File: src/rtl/mips_multicycle.sv
// mips_multicycle: multicycle MIPS subset core sequenced FETCH -> DECODE -> EXEC -> (MEM) -> (WB).
// Optional feature macro MIPS_MC_BNE_EN: when defined, bne (opcode 0x05) is decoded with
// beq timing and target; when undefined, opcode 0x05 retires as an illegal instruction.
// Memory handshake: a transfer completes on a cycle with mem_req=1 and mem_ready=1.
// mem_ready is ignored while mem_req=0. While a request waits, mem_addr, mem_we and
// mem_wdata hold their values.
module mips_multicycle #(
    parameter int          PC_W     = 32,
    parameter logic [31:0] RESET_PC = 32'h0
) (
    input  logic            clk,
    input  logic            rst_n,
    output logic            mem_req,
    output logic            mem_we,
    output logic [PC_W-1:0] mem_addr,
    output logic [31:0]     mem_wdata,
    input  logic [31:0]     mem_rdata,
    input  logic            mem_ready,
    output logic [PC_W-1:0] pc_out,
    output logic [31:0]     alu_result,
    output logic            retire,
    output logic            illegal_op,
    output logic [2:0]      dbg_state
);

    typedef enum logic [2:0] {S_FETCH, S_DECODE, S_EXEC, S_MEM, S_WB} state_t;

    state_t            state_q, state_d;
    logic [PC_W-1:0]   pc_q, pc_d;
    logic [31:0]       ir_q, a_q, b_q, imm_q, alu_q, mdr_q;
    logic [31:0]       regs_q [32];

    logic              req_c, ir_ld, ab_ld, alu_ld, mdr_ld, rf_we;
    logic [4:0]        rf_waddr;
    logic [31:0]       alu_d, wb_data;

    logic [5:0]        opcode, funct;
    logic [4:0]        rs, rt, rd;
    logic              is_rtype, is_addi, is_lw, is_sw, is_beq, is_bne, is_j, is_legal;
    logic              br_taken, slt_lt;
    logic [PC_W-1:0]   pc_plus4;
    logic [31:0]       pc4_ext, br_tgt, j_tgt;

    assign opcode = ir_q[31:26];
    assign rs     = ir_q[25:21];
    assign rt     = ir_q[20:16];
    assign rd     = ir_q[15:11];
    assign funct  = ir_q[5:0];

    assign is_rtype = (opcode == 6'h00) && ((funct == 6'h20) || (funct == 6'h22) ||
                      (funct == 6'h24) || (funct == 6'h25) || (funct == 6'h2A));
    assign is_addi  = (opcode == 6'h08);
    assign is_lw    = (opcode == 6'h23);
    assign is_sw    = (opcode == 6'h2B);
    assign is_beq   = (opcode == 6'h04);
    assign is_j     = (opcode == 6'h02);
`ifdef MIPS_MC_BNE_EN
    assign is_bne   = (opcode == 6'h05);
`else
    assign is_bne   = 1'b0;
`endif
    assign is_legal = is_rtype | is_addi | is_lw | is_sw | is_beq | is_bne | is_j;
    assign br_taken = (is_beq && (a_q == b_q)) || (is_bne && (a_q != b_q));
    assign slt_lt   = $signed(a_q) < $signed(b_q);

    // Branch/jump targets are built at 32 bits, then truncated to the PC width.
    assign pc_plus4 = pc_q + PC_W'(4);
    assign pc4_ext  = 32'(pc_plus4);
    assign br_tgt   = pc4_ext + {imm_q[29:0], 2'b00};
    assign j_tgt    = {pc4_ext[31:28], ir_q[25:0], 2'b00};
    assign wb_data  = is_lw ? mdr_q : alu_q;

    assign mem_req    = req_c & rst_n;
    assign mem_wdata  = b_q;
    assign pc_out     = pc_q;
    assign alu_result = alu_q;
    assign dbg_state  = state_q;

    // ALU: address add by default, R-type ops by funct, compare-subtract for branches.
    always_comb begin
        alu_d = a_q + imm_q;
        if (is_rtype) begin
            case (funct)
                6'h22:   alu_d = a_q - b_q;
                6'h24:   alu_d = a_q & b_q;
                6'h25:   alu_d = a_q | b_q;
                6'h2A:   alu_d = {31'd0, slt_lt};
                default: alu_d = a_q + b_q;
            endcase
        end else if (is_beq || is_bne) begin
            alu_d = a_q - b_q;
        end
    end

    // State register.
    always_ff @(posedge clk or negedge rst_n) begin
        if (!rst_n) state_q <= S_FETCH;
        else        state_q <= state_d;
    end

    // Next state, memory request outputs, retire pulses and datapath load enables.
    always_comb begin
        state_d    = state_q;
        req_c      = 1'b0;
        mem_we     = 1'b0;
        mem_addr   = pc_q;
        retire     = 1'b0;
        illegal_op = 1'b0;
        pc_d       = pc_q;
        ir_ld      = 1'b0;
        ab_ld      = 1'b0;
        alu_ld     = 1'b0;
        mdr_ld     = 1'b0;
        rf_we      = 1'b0;
        rf_waddr   = 5'd0;
        case (state_q)
            S_FETCH: begin
                req_c = 1'b1;
                if (mem_ready) begin
                    ir_ld   = 1'b1;
                    state_d = S_DECODE;
                end
            end
            S_DECODE: begin
                ab_ld   = 1'b1;
                state_d = S_EXEC;
            end
            S_EXEC: begin
                alu_ld = 1'b1;
                if (is_rtype || is_addi) begin
                    state_d = S_WB;
                end else if (is_lw || is_sw) begin
                    state_d = S_MEM;
                end else begin
                    retire     = 1'b1;
                    illegal_op = ~is_legal;
                    state_d    = S_FETCH;
                    if (br_taken)  pc_d = br_tgt[PC_W-1:0];
                    else if (is_j) pc_d = j_tgt[PC_W-1:0];
                    else           pc_d = pc_plus4;
                end
            end
            S_MEM: begin
                req_c    = 1'b1;
                mem_we   = is_sw;
                mem_addr = alu_q[PC_W-1:0];
                if (mem_ready) begin
                    if (is_sw) begin
                        retire  = 1'b1;
                        pc_d    = pc_plus4;
                        state_d = S_FETCH;
                    end else begin
                        mdr_ld  = 1'b1;
                        state_d = S_WB;
                    end
                end
            end
            S_WB: begin
                rf_we    = 1'b1;
                rf_waddr = is_rtype ? rd : rt;
                retire   = 1'b1;
                pc_d     = pc_plus4;
                state_d  = S_FETCH;
            end
            default: state_d = S_FETCH;
        endcase
    end

    // Datapath registers: PC, instruction, operands, ALU output and load data.
    always_ff @(posedge clk or negedge rst_n) begin
        if (!rst_n) begin
            pc_q  <= RESET_PC[PC_W-1:0];
            ir_q  <= '0;
            a_q   <= '0;
            b_q   <= '0;
            imm_q <= '0;
            alu_q <= '0;
            mdr_q <= '0;
        end else begin
            pc_q <= pc_d;
            if (ir_ld) ir_q <= mem_rdata;
            if (ab_ld) begin
                a_q   <= regs_q[rs];
                b_q   <= regs_q[rt];
                imm_q <= {{16{ir_q[15]}}, ir_q[15:0]};
            end
            if (alu_ld) alu_q <= alu_d;
            if (mdr_ld) mdr_q <= mem_rdata;
        end
    end

    // Register file; register 0 is never written so it always reads zero.
    always_ff @(posedge clk or negedge rst_n) begin
        if (!rst_n) begin
            for (int i = 0; i < 32; i++) regs_q[i] <= '0;
        end else if (rf_we && (rf_waddr != 5'd0)) begin
            regs_q[rf_waddr] <= wb_data;
        end
    end

endmodule

File: config.mk
export PLATFORM = sky130hd
export DESIGN_NAME = mips_multicycle
export DESIGN_NICKNAME = d
export VERILOG_FILES = /design/src/rtl/mips_multicycle.sv
export SDC_FILE = /design/constraint.sdc
export NUM_CORES = 2
export LEC_CHECK = 0
export BUFFER_PORTS_ARGS = -buffer_cell sky130_fd_sc_hd__buf_4
export CAP_MARGIN = 15
export CORE_AREA = 2 2 581 410
export CTS_CLUSTER_DIAMETER = 100
export CTS_CLUSTER_SIZE = 30
export DETAILED_ROUTE_END_ITERATION = 10
export DIE_AREA = 0 0 583 412
export HOLD_SLACK_MARGIN = 0.05
export PLACE_DENSITY = 0.48
export SKIP_LAST_GASP = 1
export SLEW_MARGIN = 10
export SYNTH_ARGS = -nofsm -noshare
export SYNTH_HDL_FRONTEND = slang
export SYNTH_SLANG_ARGS = --single-unit
export TNS_END_PERCENT = 20
File: constraint.sdc
create_clock -name clk -period 5.4 [get_ports clk]
set_input_delay 1.08 -clock clk [delete_from_list [all_inputs] [get_ports clk]]
set_output_delay 1.08 -clock clk [all_outputs]
set_load 0.005 [all_outputs]
# Yosys cells after proc, flatten, opt, wreduce, memory -nomap -nowiden
# Cells that the tools add are included.
# totals
regBits,1235
# classes
mux,47
n_eq_ne,20
add_sub_neg,5
magnitude_cmp,5
n_reduce_logical,17
bitwise,12
# op_table
cell,n
1024-bit bitwise mux,1
32-bit 2-to-1 mux,14
32-bit binary-select mux with 5-bit select,2
32-bit demux with 5-bit select,1
32-bit case mux with 4 select lines,1
32-bit adder,3
32-bit case mux with 3 select lines,1
"6-bit equality test, second input constant",7
"32-bit by 3-bit adder with 32-bit output, second input constant",1
32-bit AND,1
32-bit equality test,1
32-bit less-than comparator,1
32-bit bitwise OR,1
32-bit subtractor,1
28-bit 2-to-1 mux,1
"6-bit >= comparator, second input constant",3
5-bit NOT with 6-bit output,3
1-bit 2-to-1 mux,17
3-bit 2-to-1 mux,4
3-bit case mux with 4 select lines,1
5-bit 2-to-1 mux,2
"2-bit != test, second input constant",5
"3-bit by 2-bit equality test with 1-bit output, second input constant",2
"6-bit by 2-bit equality test with 1-bit output, second input constant",1
19 further kinds,31

# Logic depth before layout (Yosys ltp)
# logic_depth
word_depth,15
depth_mapped,19

# Worst setup path after synthesis
# Ideal clock, no wire load.
# synth_path
path_kind,reg2reg
from,"register pc_q[6], in the netlist pc_out[6]"
to,"register pc_q[31], in the netlist pc_out[31]"
slack_ps,1516
path_stages_with_launch,20
arrival_time_ps,3753
path_cell_list,dfrtp_1 > buf_2 > nand4_1 > or2_2 > nor2_1 > and3_1 > nand3_1 > xnor2_1 > ha_1 > clkbuf_1 > a21o_1 > a21o_1 > a21oi_1 > o21ai_0 > a21oi_1 > o31ai_1 > a41oi_1 > mux2i_1 > o2111ai_1 > xor2_1
# synth_between
elab_chain_cells,6
elab_cells_between_ends,8
# synth_lines
element,line_no,source
from (decl),29,"logic [PC_W-1:0] pc_q, pc_d;"
from (signal assigned),172,pc_q <= RESET_PC[PC_W-1:0];
from (signal assigned),180,pc_q <= pc_d;
32-bit by 3-bit adder with 32-bit output (*),67,assign pc_plus4 = pc_q + PC_W'(4);
32-bit adder,69,"assign br_tgt = pc4_ext + {imm_q[29:0], 2'b00};"
32-bit 2-to-1 mux,138,if (br_taken) pc_d = br_tgt[PC_W-1:0];
32-bit 2-to-1 mux,132,end else if (is_lw || is_sw) begin
32-bit 2-to-1 mux,130,if (is_rtype || is_addi) begin
32-bit case mux with 3 select lines (*),116,case (state_q)
# Mark *: on every way between the ends. The rest lies on a longest branch, timed or not. The select of a mux whose other input is x is not followed.
# A chain may end at the register's enable or synchronous reset.

# Worst setup path in the final report
# layout_path
from,"register pc_q[4], in the netlist pc_out[4]"
to,"register pc_q[31], in the netlist pc_out[31]"
# The elaborated chain is that of the path after synthesis.

==> metrics.csv <==
stage,metric,value,unit
routing,DRT antenna net count,0,
setup_path,R2R depth,17,
placed_design,DP Wirelength,176000,µm
routing,drt pass-1 iters,8,
floorplanning,Die ar.,0.240,mm²
clock_tree,clk buf depth,3,
status,status,"complete, no violations",
routing,post-DR wirelength/cell,28.1,µm
global_route,Overflow after GRT,0,
logic_synthesis,mapped cell area,0.0700,mm²
floorplanning,io pins,170,
sta,final period utilization,0.881,
logic_synthesis,Post-synth EDFFs,0,
sta,worst-margin pin slew,1.22,ns
cells_and_area,NumNets Final,6500,
global_route,global-route wire length before repair,381000,µm
power,Pleak,0.0325,µW
setup_path,CP Launch Type,flop,
logic_synthesis,sequential area share after synthesis,0.441,
placed_design,GPL Wtd Cong,0.960,
floorplanning,total core area,0.235,mm²
setup_path,Setup CP Type,flop to flop,
sta,Post-Route Hold Slack,0.202,ns
hold_path,Worst Hold Class,primary input to asynchronous set/reset pin,
cells_and_area,Layout Utilization,0.327,
clock_tree,CTS tree,yes,
placed_design,port bufs,167,
floorplanning,num rows,149,
job,max_cap viols,0,
routing,initial drt markers,6066,
setup_path,Reg2Reg Launch Point,pc_out[4],
logic_synthesis,"Async S/R FF share, synth",1.00,
setup_path,worst reg-to-reg setup slack,0.64,ns
sta,Setup TNS,0,ns
logic_synthesis,Synth Flop Type,dfrtp_1,
routing,DR vias,53000,
global_route,initial antenna violation count,14,
global_route,vias in the first global route,51000,
global_route,largest net degree at the start of global routing,146,
cells_and_area,share of cells above drive strength 1,0.199,
power,worst vdd ir,0.411,mV
routing,final WL,265000,µm
clock_tree,Resize count post-CTS,0,
setup_path,Critical Path RT,6.05,ns
setup_path,CP startpoint,pc_out[4],
logic_synthesis,count of different cell masters after synthesis,92,
setup_path,crit path capture,pc_out[31],
setup_path,Worst EP arrival,5.41,ns
logic_synthesis,synthesized area per cell,10.8,µm²
cells_and_area,Layout area overhead,9.44,%
sta,count of final hold-check violations,0,
global_route,gr usage total,0.217,
setup_path,crit-path max FO,9,
logic_synthesis,post-synthesis register bit count,1233,
sta,Worst Slack Setup Final,0.641,ns
sta,max frequency,0.210,GHz
cells_and_area,fin area,0.0766,mm²
sta,Slew HR,0.188,
clock_tree,clock-pin slew on the worst setup and hold paths,0.13,ns
floorplanning,Die W,583,µm
logic_synthesis,Synth warnings,0,
clock_tree,worst skew pair latency,0.76,ns
sta,Final Max Tran Viols,0,
floorplanning,Initial Utilization,0.299,
clock_tree,clock root cell,clkbuf_16,
clock_tree,Post-CTS Hold Buffers,0,
logic_synthesis,Mapped Cells,6505,
sta,crit path time final,4.76,ns
setup_path,CP endpoint kind,flop,
setup_path,r2r endpoint,pc_out[31],
clock_tree,H-tree depth,2,
sta,Setup Viol. Count Final,0,
cells_and_area,fill cell count,23700,
sta,skew final,0.0526,ns
routing,DRC violations left,0,
clock_tree,count of clock tree sinks,1233,
power,PwrDens,536,mW/mm²
placed_design,Place WS,0.769,ns
clock_tree,cts bufs inserted,48,
floorplanning,Die H,412,µm
routing,vias per cell,5.64,
placed_design,placed cell area,0.0751,mm²
clock_tree,Post-CTS Setup Bufs,0,
sta,RSZ-0062 raised after global routing,no,
==> layer usage <==
| layer | track usage | share of wire |
|---|---|---|
| met1 | 0.337 | 0.48 |
| met2 | 0.308 | 0.42 |
| met3 | 0.0441 | 0.084 |
| met4 | 0.0448 | 0.022 |
| met5 | 0 | 0.00015 |
==> report_power, final <==
part	switching, µW	total, µW	internal, µW	leakage [µW]
Combinational	13700	22900	9110	0.0152
Sequential	2720	13300	10600	0.0166
Clock	3180	4910	1730	0.000668
==> flip-flops by register name, indices dropped and copies added, names as in the netlist <==
signal and flops:
a_q 32, alu_result 32, dbg_state 3, imm_q 16, ir_q 32, mdr_q 32
mem_wdata 32, pc_out 30, regs_q 1024
==> how the worst min path moves through the flow <==
| stage | startpoint | cells after the start | end | slack [ns] |
|---|---|---|---|---|
| after floorplan | regs_q[1000] | 1 | regs_q[1000] | 0.44 |
| after global placement | regs_q[1015] | 0 | regs_q[1015] | 0.38 |
| after detailed placement | regs_q[1010] | 0 | regs_q[1010] | 0.38 |
| after CTS | rst_n | 1 | regs_q[105] | 0.18 |
| after global routing | rst_n | 1 | regs_q[357] | 0.19 |
| final | rst_n | 1 | regs_q[357] | 0.20 |
==> critical path: stages, from the launching register on <==
cell and delay (ns):
dfrtp_1 0.54, nand3_1 0.20, nor2_1 0.41, nand3b_1 0.33, inv_1 0.21, and3_1 0.19
xor2_1 0.11, ha_1 0.27, a21o_1 0.19, a21o_1 0.18, a21oi_1 0.17, o21ai_0 0.12
a22oi_1 0.50, o31ai_1 0.28, a41oi_1 0.42, mux2i_1 0.25, o2111ai_1 0.15, xor2_1 0.17
==> cells in the mapped netlist (all sizes together), types with 47 or more instances <==
| cell | n | area (µm²) |
|---|---|---|
| nand2 | 375 | 1410 |
| dfrtp | 1233 | 30900 |
| buf | 177 | 811 |
| xnor2 | 74 | 648 |
| o21ai | 243 | 1230 |
| mux2i | 105 | 1050 |
| a21oi | 1100 | 5520 |
| clkbuf | 430 | 1610 |
| nor2 | 1126 | 4290 |
| inv | 119 | 447 |
| mux4 | 640 | 14400 |
| ha | 164 | 2050 |
| mux2 | 80 | 901 |
| nand3 | 47 | 235 |
==> logic make-up (layout without fill, tap and decap cells) <==
family                   after synthesis  after routing  synth area share
AO/OA/AOI/OAI                       1689           1689             0.137
XOR/XNOR                             109            109            0.0136
adder cells (fa/ha/maj)              168            168            0.0304
buffers and inverters                726            528            0.0410
flip-flops                          1233           1233             0.441
multiplexers                         825            825             0.234
other                                  1              5         0.0000536
AND/OR/NAND/NOR                     1754           1754             0.104
==> per-stage QoR <==
stage,std cells,power [µW]
floorplan,6506,27100
global placement,9337,35700
detailed placement,9337,35800
CTS,9398,40800
global route,9404,43300
finish,9406,41000
==> placed cells by master (no fill, tap or decap), types with 28 or more instances in the layout <==
cell / Yosys / final
a211oi_1: 36 / 36
a21o_1: 39 / 39
a21oi_1: 1097 / 1097
buf_12: 0 / 45
buf_4: 5 / 299
clkbuf_16: 0 / 48
dfrtp_1: 1233 / 1221
ha_1: 164 / 164
inv_1: 119 / 119
mux2_2: 80 / 80
mux2i_1: 105 / 73
mux4_2: 640 / 640
nand2_1: 375 / 375
nand3_1: 47 / 47
nor2_1: 1101 / 1097
nor2_4: 0 / 28
nor3_1: 40 / 39
o211ai_1: 28 / 28
o21ai_0: 235 / 235
o21bai_1: 28 / 28
xnor2_1: 74 / 74
xor2_1: 35 / 35
==> area by class of cell <==
cell class                 count  area (µm²)  area share
sequential                  1233       30900       0.403
clock buffer                  51        1220      0.0160
inverter                     119         447     0.00583
multi-input combinational   4547       36800       0.480
timing repair buffer         348        3260      0.0425
antenna                        3        7.51   0.0000980
clock inverter                10         143     0.00186
tap                         3095        3870      0.0505
Note: power is estimated with default switching activity, not from simulation.
